**config.mk**
```make
export PLATFORM = sky130hd
export DESIGN_NAME = multi_rate_fifo
export DESIGN_NICKNAME = d
export VERILOG_FILES = /design/src/rtl/multi_rate_fifo.sv
export SDC_FILE = /design/constraint.sdc
export NUM_CORES = 1
export LEC_CHECK = 0
export ABC_AREA = 1
export CAP_MARGIN = 40
export CORE_UTILIZATION = 25
export DETAILED_ROUTE_END_ITERATION = 8
export SLEW_MARGIN = 20
export SYNTH_ARGS = -nofsm -noshare
export SYNTH_HDL_FRONTEND = slang
export SYNTH_SLANG_ARGS = --single-unit
```
**constraint.sdc**
```tcl
create_clock -name clk -period 3.25 [get_ports clk]
set_input_delay 0.4875 -clock clk [delete_from_list [all_inputs] [get_ports clk]]
set_output_delay 0.4875 -clock clk [all_outputs]
set_load 0.1 [all_outputs]
```
**src/rtl/multi_rate_fifo.sv**
```systemverilog
// -----------------------------------------------------------------------------
// multi_rate_fifo
//   Circular FIFO whose push and pop strides differ. Each accepted push stores
//   WR_N elements and each accepted pop removes RD_N elements. Read data is
//   first-word-fall-through: the oldest RD_N elements are always presented
//   combinationally on rd_data.
//
// Parameters
//   DATA_W  element width in bits
//   DEPTH   storage in elements (power of two, >= 2)
//   WR_N    elements per push (1..DEPTH)
//   RD_N    elements per pop  (1..DEPTH)
//
// Ports
//   clk          clock, rising edge
//   rst          asynchronous active-high reset (pointers and count only)
//   wr_en        push request
//   wr_data      push payload, element 0 in the LSBs
//   wr_ready     room for one push (count + WR_N <= DEPTH)
//   rd_en        pop request
//   rd_data      oldest RD_N elements, oldest in the LSBs
//   rd_valid     one pop available (count >= RD_N)
//   full/empty   count == DEPTH / count == 0
//   count        occupancy in elements
//   wr_overflow  sticky: push attempted while !wr_ready   (MULTI_RATE_FIFO_ERR_EN)
//   rd_underflow sticky: pop attempted while !rd_valid    (MULTI_RATE_FIFO_ERR_EN)
//
// Optional build macro: MULTI_RATE_FIFO_ERR_EN adds the two sticky error ports.
// -----------------------------------------------------------------------------
module multi_rate_fifo #(
  parameter int DATA_W = 8,
  parameter int DEPTH  = 16,
  parameter int WR_N   = 4,
  parameter int RD_N   = 2
) (
  input  logic                       clk,
  input  logic                       rst,
  input  logic                       wr_en,
  input  logic [WR_N*DATA_W-1:0]     wr_data,
  output logic                       wr_ready,
  input  logic                       rd_en,
  output logic [RD_N*DATA_W-1:0]     rd_data,
  output logic                       rd_valid,
  output logic                       full,
  output logic                       empty,
  output logic [$clog2(DEPTH):0]     count
`ifdef MULTI_RATE_FIFO_ERR_EN
  ,
  output logic                       wr_overflow,
  output logic                       rd_underflow
`endif
);

  localparam int AW = $clog2(DEPTH);
  localparam int CW = AW + 1;

  logic [DATA_W-1:0] r_mem [DEPTH];
  logic [AW-1:0]     r_wptr;
  logic [AW-1:0]     r_rptr;
  logic [CW-1:0]     r_count;

  logic              w_wr_acc;
  logic              w_rd_acc;
  logic [CW-1:0]     w_count_next;
  logic [AW-1:0]     w_waddr [WR_N];
  logic [AW-1:0]     w_raddr [RD_N];

  // Flags depend on the registered count only, so they fall immediately
  // to their reset values when rst asserts.
  // Comparing against DEPTH-WR_N avoids widening the sum count+WR_N.
  assign wr_ready = (r_count <= CW'(DEPTH - WR_N));
  assign rd_valid = (r_count >= CW'(RD_N));
  assign full     = (r_count == CW'(DEPTH));
  assign empty    = (r_count == '0);
  assign count    = r_count;

  assign w_wr_acc = wr_en && wr_ready;
  assign w_rd_acc = rd_en && rd_valid;

  // DEPTH is a power of two, so AW-bit address arithmetic wraps naturally.
  generate
    for (genvar gi = 0; gi < WR_N; gi++) begin : g_waddr
      assign w_waddr[gi] = r_wptr + AW'(gi);
    end
    for (genvar gi = 0; gi < RD_N; gi++) begin : g_rdata
      assign w_raddr[gi] = r_rptr + AW'(gi);
      assign rd_data[gi*DATA_W +: DATA_W] = r_mem[w_raddr[gi]];
    end
  endgenerate

  always_comb begin
    w_count_next = r_count;
    if (w_wr_acc) w_count_next = w_count_next + CW'(WR_N);
    if (w_rd_acc) w_count_next = w_count_next - CW'(RD_N);
  end

  // Storage has no reset; a push only ever targets free slots, so it cannot
  // collide with slots being popped in the same cycle.
  always_ff @(posedge clk) begin
    if (w_wr_acc) begin
      for (int i = 0; i < WR_N; i++) begin
        r_mem[w_waddr[i]] <= wr_data[i*DATA_W +: DATA_W];
      end
    end
  end

  always_ff @(posedge clk or posedge rst) begin
    if (rst) begin
      r_wptr  <= '0;
      r_rptr  <= '0;
      r_count <= '0;
    end else begin
      if (w_wr_acc) r_wptr <= r_wptr + AW'(WR_N);
      if (w_rd_acc) r_rptr <= r_rptr + AW'(RD_N);
      r_count <= w_count_next;
    end
  end

`ifdef MULTI_RATE_FIFO_ERR_EN
  logic r_wr_overflow;
  logic r_rd_underflow;

  always_ff @(posedge clk or posedge rst) begin
    if (rst) begin
      r_wr_overflow  <= 1'b0;
      r_rd_underflow <= 1'b0;
    end else begin
      if (wr_en && !wr_ready) r_wr_overflow  <= 1'b1;
      if (rd_en && !rd_valid) r_rd_underflow <= 1'b1;
    end
  end

  assign wr_overflow  = r_wr_overflow;
  assign rd_underflow = r_rd_underflow;
`endif

endmodule

```
# [Word-level counts from Yosys, hierarchy flattened]
# Memory sizes are Yosys's and may differ from the RTL's.
# Cells that the tools add are included.
# Widths: inputs -> output; s select.
[totals] reg_bits=13 mem_bits_rw=128 input_bits=36 word_cells=22 mem_count=1
[memory_table] name="r_mem" words=16 width=8 rd=2 rd_clocked_by_memory_dff=0 wr=4 line="57" text="logic [DATA_W-1:0] r_mem [DEPTH];"
[op_classes] add_sub_neg=8 order_cmp=2 eq_ne=1 muxes=4 n_reduce_logical=3
[op_table] operator="$add 4x2->4 const B" n=3
[op_table] operator="$mux 5" n=2
[op_table] operator="$add 4x1->4 const B" n=2
[op_table] operator="$add 5x3->5 const B" n=1
[op_table] operator="$eq 5x5->1 const B" n=1
[op_table] operator="$ge 5x2->1 const B" n=1
[op_table] operator="$le 5x4->1 const B" n=1
[op_table] operator="$logic_not 5->1" n=1
[op_table] operator="$sub 5x2->5 const B" n=1
[op_table] operator="$add 4x3->4 const B" n=1
[op_table] operator="$logic_and 1x1->1" n=2
[op_table] operator="$mux 1" n=2

# [Longest topological paths before layout]
# Gate-level depths: netlist (run 1).
[logic_depth] depth_word=5 mapped_depth=8 mapped_depth_nobuf=8

# [Least setup slack after synthesis (run 1)]
# OpenSTA, ideal clock, no wires.
[synth_path] path_kind="reg-to-output" start="register r_count[4] (netlist: count[4])" end="output full" arrival_time_ns=4.165 required_time_ns=2.762 path_slack_ns=-1.403 path_stages_with_launch=3 cell_sequence="dfrtp_1 inv_1 nor4_1"
[synth_between] elab_chain_cells=1
[synth_lines] element="start: declaration" line="60" text="logic [CW-1:0] r_count;"
[synth_lines] element="start signal: assignment" line="115" text="r_count <= w_count_next;"
[synth_lines] element="$eq 5x5->1" line="73" text="assign full = (r_count == CW'(DEPTH));"
[synth_lines] element="end: declaration" line="44" text="output logic full,"
# Every way passes these cells.

# [Worst setup path in the final report (run 1)]
[layout_path] start="register r_rptr[1]" end="output rd_data[12]"
[layout_between] elab_chain_cells=2
[layout_lines] element="start: declaration" line="59" text="logic [AW-1:0] r_rptr;"
[layout_lines] element="start signal: assignment" line="114" text="if (w_rd_acc) r_rptr <= r_rptr + AW'(RD_N);"
[layout_lines] element="$add 4x1->4" line="86" text="assign w_raddr[gi] = r_rptr + AW'(gi);"
[layout_lines] element="$mem_v2 16x8"
[layout_lines] element="end: declaration" line="42" text="output logic [RD_N*DATA_W-1:0] rd_data,"
# Every way passes these cells.

==> summary.txt, run 1 <==
Detailed routing
  • Post-Route WL: 11300 um
  • Pre-antenna DRT Iters: 4
  • ANT nets after route: 0
  • DR DRC count: 0
  • Drt wl/cell: 14.9 um
  • Via count: 3323
  • Post-DR vias/cell: 4.39
  • DRT iter0 DRCs: 221

Timing
  • Final min period: 2.74 ns
  • RSZ-0062 raised after global routing: no
  • Period utilisation layout: 0.843
  • Final Skew: 0.00627 ns
  • Relative slew slack: 0.518
  • Final slew viol count: 0
  • Endpoints failing setup: 0
  • Max frequency: 365 MHz
  • Worst Tran Pin Value: 0.719 ns
  • Final setup margin: 0.511 ns
  • Hold Vio Cnt, Final: 0
  • Post-Route Setup TNS: 0 ns

Synth
  • Post-synth top area share: 0.687
  • Ys async rst share: 0.0657
  • Synth area leader: edfxtp_1
  • Synthesized area: 5590 um2
  • Syn. warnings: 0
  • Mapped Nets: 444
  • Yosys cell types: 29
  • Yosys reg bits: 137
  • Top_reg_cell synth: edfxtp_1
  • Avg Cell Area, Syn: 13.9 um2
  • Post-Synthesis Cells: 401
  • EDFF count, synth: 128
  • Synth top area cells: edfxtp_1, mux2i_1, dfrtp_1
  • Sequential fraction of the synthesis area: 0.728

Placed design
  • Place WS: 0.924 ns
  • DP Wirelength: 7050 um
  • GPL Wtd Cong: 0.742
  • Port Buffers: 59

Clock tree
  • Cts bufs inserted: 17
  • Post-CTS Hold Buffers: 0
  • Setup bufs post-CTS: 0
  • Post_cts resized: 0
  • CTS Root Cell: clkbuf_16
  • CTS tree: yes
  • Clk_lat worst skew: 0.41 ns
  • H-tree levels: 4
  • CTS Sinks: 137
  • CTS Buffer Depth: 2
  • CTS clk-pin slew, worst paths: 0.05 ns

Setup path
  • WP data required: 2.76 ns
  • FF-to-FF End: r_mem[10][3]
  • R2r startpoint: count[4]
  • Setup crit end kind: output pin
  • Register-to-register setup slack: 1.42 ns
  • Path type of the worst setup path: flop to output pin
  • Reg2Reg Depth: 4
  • Crit path capture: rd_data[12]
  • Arr. time, crit path: 2.25 ns
  • Critical Path Source: r_rptr[1]
  • Crit Path Max Fanout: 27
  • Crit start category: flop

Cells and area
  • Syn-to-layout area delta: 28.4%
  • Share of layout cells above drive strength 1: 0.155
  • Fill count: 2128
  • Final Util: 0.328
  • Antenna Cells: 0
  • Layout net count: 512

Run status
  • Status: completed

Die
  • Effective utilization at floorplan: 0.255
  • IO Count: 61
  • Die width: 152 um
  • FP Rows: 54
  • CORE AREA: 21900 um2
  • Die Y-Extent: 152 um
  • Die area: 23000 um2

Global route
  • GRT Overall Usage: 0.105
  • Vias in the first global route: 3340
  • Total grt overflow: 0
  • Initial antenna violation count: 0
  • Largest net degree at the start of global routing: 45
  • First-pass GRT wire length: 17400 um

Hold path
  • Worst Hold Class: input pin to asynchronous set/reset pin

Flow run
  • Max-cap violations: 0
==> worst min-delay path by stage <==
stage               startpoint   endpoint  slack (ns)  depth (start not counted)
detailed placement   r_rptr[2]  r_rptr[2]        0.51                          2
CTS                        rst   count[2]        0.38                          2
finish                     rst   count[2]        0.37                          2
global placement     r_rptr[2]  r_rptr[2]        0.51                          2
floorplan                  rst   count[1]        0.32                          1
global route               rst  r_rptr[1]        0.39                          2
==> worst max-delay path, stage by stage, from the launching register on <==
cell and delay, ns:
dfrtp_2 0.75, buf_4 0.33, o21ai_0 0.12, o22ai_1 0.20, nand2_1 0.08, nand2_1 0.16, buf_12 0.20
==> stage by stage <==
step,cell area (um2),hold slack (ns),instances
CTS,7180,0.376,757
finish,7180,0.374,757
global placement,6670,0.506,729
global route,7180,0.392,757
detailed placement,6680,0.512,730
floorplan,5610,0.315,401
==> sequential cells by signal, summed over array words and instances, names as in the netlist <==
name / count
r_mem: 128
r_wptr: 2
r_rptr: 3
count: 4
==> cells in the mapped netlist, types with 2 or more instances <==
master	number
buf_4	4
o21ai_1	6
xor2_1	3
buf_2	6
clkbuf_1	7
nand2_1	57
mux2i_1	32
buf_6	4
nor2_1	40
o22ai_1	32
edfxtp_1	128
nand3_2	2
nand2_4	3
ha_1	7
o21ai_0	27
dfrtp_1	9
nand2_2	3
inv_1	17
nand4_1	4
==> routing by layer <==
layer	global-route usage	vias up	routed length, um
li1	-	1596	-
met1	0.123	1630	4680
met2	0.172	88	5720
met3	0.0416	9	733
met4	0.0416	0	141
met5	0	-	0
==> placed cells by master, fill, tap and decap left out <==
cell type        Yosys  layout
a21oi_1              1       1
xnor2_1              1       1
mux2i_1             32      32
dfrtp_2              0       2
nand2_1             57      57
clkbuf_1             7       5
nand2_4              3       3
dfrtp_1              9       7
inv_2                1       1
xor2_1               3       3
nand3_2              2       2
nor4_4               0       1
nor2_4               0       4
nor2_1              40      36
clkinv_2             0       3
inv_1               17      17
nand3_1              1       1
nand4_1              4       4
edfxtp_1           128     128
conb_1               1       1
ha_1                 7       7
o22ai_1             32      32
o21ai_0             27      27
clkinv_1             1       1
nand3_4              1       1
o21bai_1             1       1
buf_8                0       1
buf_4                4      17
bufinv_16            0       1
inv_4                1       1
clkinvlp_4           0       1
nand2_2              3       3
o21ai_1              6       6
clkdlybuf4s50_1      0      36
buf_12               0      16
clkbuf_16            0      17
==> cell type report <==
class / instances / area [um2] / area share
flip-flops and latches: 137 / 4070 / 0.567
repair buffers: 70 / 823 / 0.115
clock inverters: 5 / 52.6 / 0.00732
multi-input cells: 223 / 1360 / 0.189
inverters: 20 / 77.6 / 0.0108
clock buffers: 22 / 444 / 0.0619
well taps: 280 / 350 / 0.0488
==> cells by family (layout without fill, tap and decap cells) <==
family | count (synthesis) | after routing | share of synthesized area
AOI/OAI and AO/OA | 67 | 67 | 0.0676
other | 1 | 1 | 0.000670
adders and majority gates | 7 | 7 | 0.0157
buffers and inverters | 41 | 117 | 0.0374
DFF | 137 | 137 | 0.728
muxes | 32 | 32 | 0.0573
xor gates and xnor gates | 4 | 4 | 0.00627
and+or+nand+nor | 112 | 112 | 0.0877
Power of run 1 is not shown: default switching activity piles up to over one toggle a cycle in this logic, so the estimate is an artifact.
==> inputs of run 2 (changes only) <==
clock period = 2.8 ns   (was 3.25 ns; I/O delays follow)
==> run 2 against run 1 <==
Effect of this change:
- register-to-register slack got worse by 0.25 ns
- final cell count grew 0.26%
- sequential share of layout area fell by 0.85 points
- setup slack worse by 0.21 ns
- non-clock buffer count fell by 3
- cell area grew 1.5%
- first-iteration DRC count is 0.45% lower
- sequential cell count did not move
- critical endpoint is now rd_data[7]
- die area unchanged
- via count increased by 0.78%
- critical path depth did not move
- hold slack lost 0.086 ns
==> summary.txt, run 2 (same netlist as run 1, synthesis figures left out) <==
Run status
  • Status: completed

Detailed routing
  • Drt wl/cell: 15.1 um
  • Post-Route WL: 11400 um
  • Via count: 3349
  • DRT iter0 DRCs: 220
  • Post-DR vias/cell: 4.41
  • Pre-antenna DRT Iters: 4
  • DR DRC count: 0
  • ANT nets after route: 0

Cells and area
  • Share of layout cells above drive strength 1: 0.161
  • Cell Count, Final, Fillers Out: 759
  • Layout net count: 509
  • Most frequent cells in the layout: edfxtp_1, nand2_1, nor2_1
  • Max reg flops: 128
  • Design area: 7290 um2
  • Commonest non-fill, non-tap cell in the layout: edfxtp_1
  • Fill count: 2157
  • Syn-to-layout area delta: 30.3%

Timing
  • Final Skew: 0.00642 ns
  • Hold_ws: 0.288 ns
  • Period utilisation layout: 0.891
  • Max frequency: 401 MHz
  • RSZ-0062 raised after global routing: no
  • Post-Route Setup TNS: 0 ns
  • Final slew viol count: 0
  • Final min period: 2.49 ns
  • Worst Tran Pin Value: 0.731 ns
  • Relative slew slack: 0.509
  • Hold Vio Cnt, Final: 0
  • Endpoints failing setup: 0

Die
  • IO Count: 61
  • Die Y-Extent: 152 um
  • Effective utilization at floorplan: 0.255
  • Die area: 23000 um2
  • FP Rows: 54
  • Die width: 152 um
  • CORE AREA: 21900 um2

Placed design
  • Placed inst area: 6730 um2
  • Dpl cells: 727
  • Port Buffers: 59
  • DP Wirelength: 7020 um
  • GPL Wtd Cong: 0.743

Setup path
  • Crit path max-delay family: flip-flops
  • WP data required: 2.38 ns
  • Crit path largest cell delay: 0.70 ns
  • Slowest-stage cell, CP: dfrtp_2
  • Crit start category: flop
  • Worst Path Buf+Inv: 2
  • Arr. time, crit path: 2.07 ns
  • Path type of the worst setup path: flop to output pin
  • Crit Path Max Fanout: 36
  • Crit path cell chain: buf_12 > o21ai_0 > o22ai_1 > nand2_1 > nand2_1 > buf_12
  • Setup crit end kind: output pin

Hold path
  • Worst Hold Class: input pin to asynchronous set/reset pin

Clock tree
  • Post_cts resized: 0
  • CTS Sinks: 137
  • H-tree levels: 4
  • CTS Buffer Depth: 2
  • Clk_lat worst skew: 0.41 ns
  • CTS Root Cell: clkbuf_16
  • Setup bufs post-CTS: 0
  • CTS clk-pin slew, worst paths: 0.06 ns
  • Cts bufs inserted: 17
  • Post-CTS Hold Buffers: 0
  • CTS tree: yes

Global route
  • Vias in the first global route: 3385
  • Total grt overflow: 0
  • First-pass GRT wire length: 17800 um
  • GRT Overall Usage: 0.106
  • Largest net degree at the start of global routing: 37
  • Initial antenna violation count: 0

Flow run
  • Max-cap violations: 0
[run 2: changes by cell type in the layout (fill, tap and decap cells not counted), sizes merged]
cell	delta
bufinv	+1
inv	+2
clkinvlp	+1
clkinv	+2
buf	-2
diode	+1
clkbuf	-2
clkdlybuf4s50	-1
[run 2: path summary, 6_finish.rpt]
path | from | to | slack (ns) | cells after the start
worst max-delay path | r_rptr[2] | rd_data[7] | 0.31 | 6
worst min-delay path | rst | count[4] | 0.29 | 2
worst max register to register | count[4] | r_mem[14][7] | 1.17 | 4
worst min register to register | r_wptr[3] | r_wptr[3] | 0.61 | 2
max in group asynchronous | rst | r_rptr[1] | 2.21 | 2
min in group clk | r_wptr[3] | r_wptr[3] | 0.61 | 2
[run 2: through the flow]
stage / util / worst slack [ns]
after floorplan: - / -0.310
after global placement: 0.307 / 0.779
after detailed placement: 0.307 / 0.743
after CTS: 0.333 / 0.291
after global routing: 0.333 / 0.146
final: 0.333 / 0.306
[run 2: cell type report]
class / instances / area [um2] / area share
inverter: 20 / 77.6 / 0.0106
clock inverter: 11 / 124 / 0.0170
timing repair buffer: 67 / 866 / 0.119
multi-input combinational: 223 / 1360 / 0.187
sequential: 137 / 4070 / 0.559
antenna: 1 / 2.50 / 0.000343
clock buffer: 20 / 437 / 0.0599
tap: 280 / 350 / 0.0481
[run 2: metal layers]
metal | routed length [um] | up-vias | GRT usage
met2 | 5550 | 96 | 0.171
met5 | 0 | - | 0
met4 | 178 | 0 | 0.0455
met3 | 776 | 14 | 0.0371
met1 | 4930 | 1640 | 0.127
li1 | - | 1599 | -
[run 2: worst register-to-register path, stage by stage, from the launching register on]
cell and delay, ns:
dfrtp_1 0.40, inv_1 0.25, nand3_4 0.25, nor2_4 0.17
buf_12 0.24
Power of run 2 is left out for the same reason.
==> inputs of run 3 (changes only) <==
CORE_ASPECT_RATIO = 1.1   (was not set)
==> run 3 against run 2 <==
Effect of this change:
- first-iteration DRC count increased by 13%
- wire length grew 1.9%
- critical path depth is the same
- largest cell class unchanged
==> summary.txt, run 3 (same netlist as run 1, synthesis figures left out) <==
Placed design
  • Place WS: 0.713 ns
  • GPL Wtd Cong: 0.731
  • Port Buffers: 59
  • DP Wirelength: 7400 um

Cells and area
  • Layout net count: 510
  • Fill count: 2100
  • Most frequent cells in the layout: edfxtp_1, nand2_1, nor2_1
  • Share of layout cells above drive strength 1: 0.169
  • Commonest non-fill, non-tap cell in the layout: edfxtp_1
  • Antenna Cells: 0
  • Max reg flops: 128
  • Final Util: 0.334
  • Syn-to-layout area delta: 31.4%

Setup path
  • Crit start category: flop
  • WP data required: 2.38 ns
  • Crit Path Max Fanout: 36
  • Arr. time, crit path: 2.09 ns
  • Slowest-stage cell, CP: dfrtp_2
  • Crit path largest cell delay: 0.69 ns
  • Setup crit end kind: output pin
  • Path type of the worst setup path: flop to output pin
  • Crit path max-delay family: flip-flops
  • Crit path cell chain: buf_12 > o21ai_0 > o22ai_1 > nand2_1 > nand2_1 > buf_12
  • Worst Path Buf+Inv: 2

Timing
  • RSZ-0062 raised after global routing: no
  • Final setup margin: 0.289 ns
  • Endpoints failing setup: 0
  • Period utilisation layout: 0.897
  • Final slew viol count: 0
  • Max frequency: 398 MHz
  • Worst Tran Pin Value: 0.543 ns
  • Relative slew slack: 0.635
  • Final min period: 2.51 ns
  • Hold Vio Cnt, Final: 0
  • Final Skew: 0.00743 ns
  • Post-Route Setup TNS: 0 ns

Run status
  • Status: completed

Global route
  • Vias in the first global route: 3430
  • Total grt overflow: 0
  • First-pass GRT wire length: 18100 um
  • GRT Overall Usage: 0.108
  • Largest net degree at the start of global routing: 38
  • Initial antenna violation count: 0

Detailed routing
  • Via count: 3341
  • Pre-antenna DRT Iters: 4
  • Post-DR vias/cell: 4.31
  • ANT nets after route: 0
  • DR DRC count: 0
  • DRT iter0 DRCs: 249
  • Drt wl/cell: 15.0 um
  • Post-Route WL: 11600 um

Flow run
  • Max-cap violations: 0

Clock tree
  • CTS Sinks: 137
  • CTS clk-pin slew, worst paths: 0.06 ns
  • Cts bufs inserted: 17
  • Post-CTS Hold Buffers: 0
  • Clk_lat worst skew: 0.41 ns
  • CTS Buffer Depth: 2
  • Post_cts resized: 0
  • CTS tree: yes
  • Setup bufs post-CTS: 0
  • CTS Root Cell: clkbuf_16
  • H-tree levels: 4

Die
  • Effective utilization at floorplan: 0.254
  • Die Y-Extent: 159 um
  • FP Rows: 57
  • IO Count: 61
  • CORE AREA: 22000 um2
  • Die width: 145 um
  • Die area: 23000 um2

Hold path
  • Worst Hold Class: input pin to asynchronous set/reset pin
-- run 3: cell count changes in the layout (fill, tap and decap cells not counted) --
cell,delta
buf_4,+1
bufinv_16,+1
clkbuf_1,-3
clkinv_1,+1
clkinv_2,-1
clkinv_4,-2
clkinvlp_4,+4
diode_2,-1
inv_6,+1
-- run 3: path summary, 6_finish.rpt --
path / from / endpoint / cells after the start / slack [ns]
max reg2reg: count[4] / count[3] / 8 / 1.15
min in group clk: r_wptr[3] / r_wptr[3] / 2 / 0.61
max in group asynchronous: rst / r_rptr[2] / 2 / 2.20
max: r_rptr[2] / rd_data[14] / 6 / 0.29
min: rst / count[2] / 2 / 0.29
min reg2reg: r_wptr[3] / r_wptr[3] / 2 / 0.61
-- run 3: area by class of cell --
type / instances / area (um2) / area share
Tap cell: 295 / 369 / 0.0502
Multi-Input combinational cell: 223 / 1360 / 0.185
Clock inverter: 15 / 174 / 0.0237
Timing Repair Buffer: 68 / 873 / 0.119
Inverter: 20 / 77.6 / 0.0106
Clock buffer: 17 / 425 / 0.0579
Sequential cell: 137 / 4070 / 0.554
-- run 3: per-layer routing --
metal	wire [um]	vias up	GRT usage
met2	6180	75	0.189
met3	575	21	0.0368
li1	-	1599	-
met5	0	-	0
met1	4680	1646	0.115
met4	219	0	0.0474
-- run 3: stage by stage --
stage,instances,hold slack (ns),cell area [um2]
after floorplan,401,0.248,5610
after global placement,743,0.574,6750
after detailed placement,743,0.605,6750
after CTS,775,0.300,7350
after global routing,775,0.320,7350
final,775,0.290,7350
Power of run 3 is left out for the same reason.
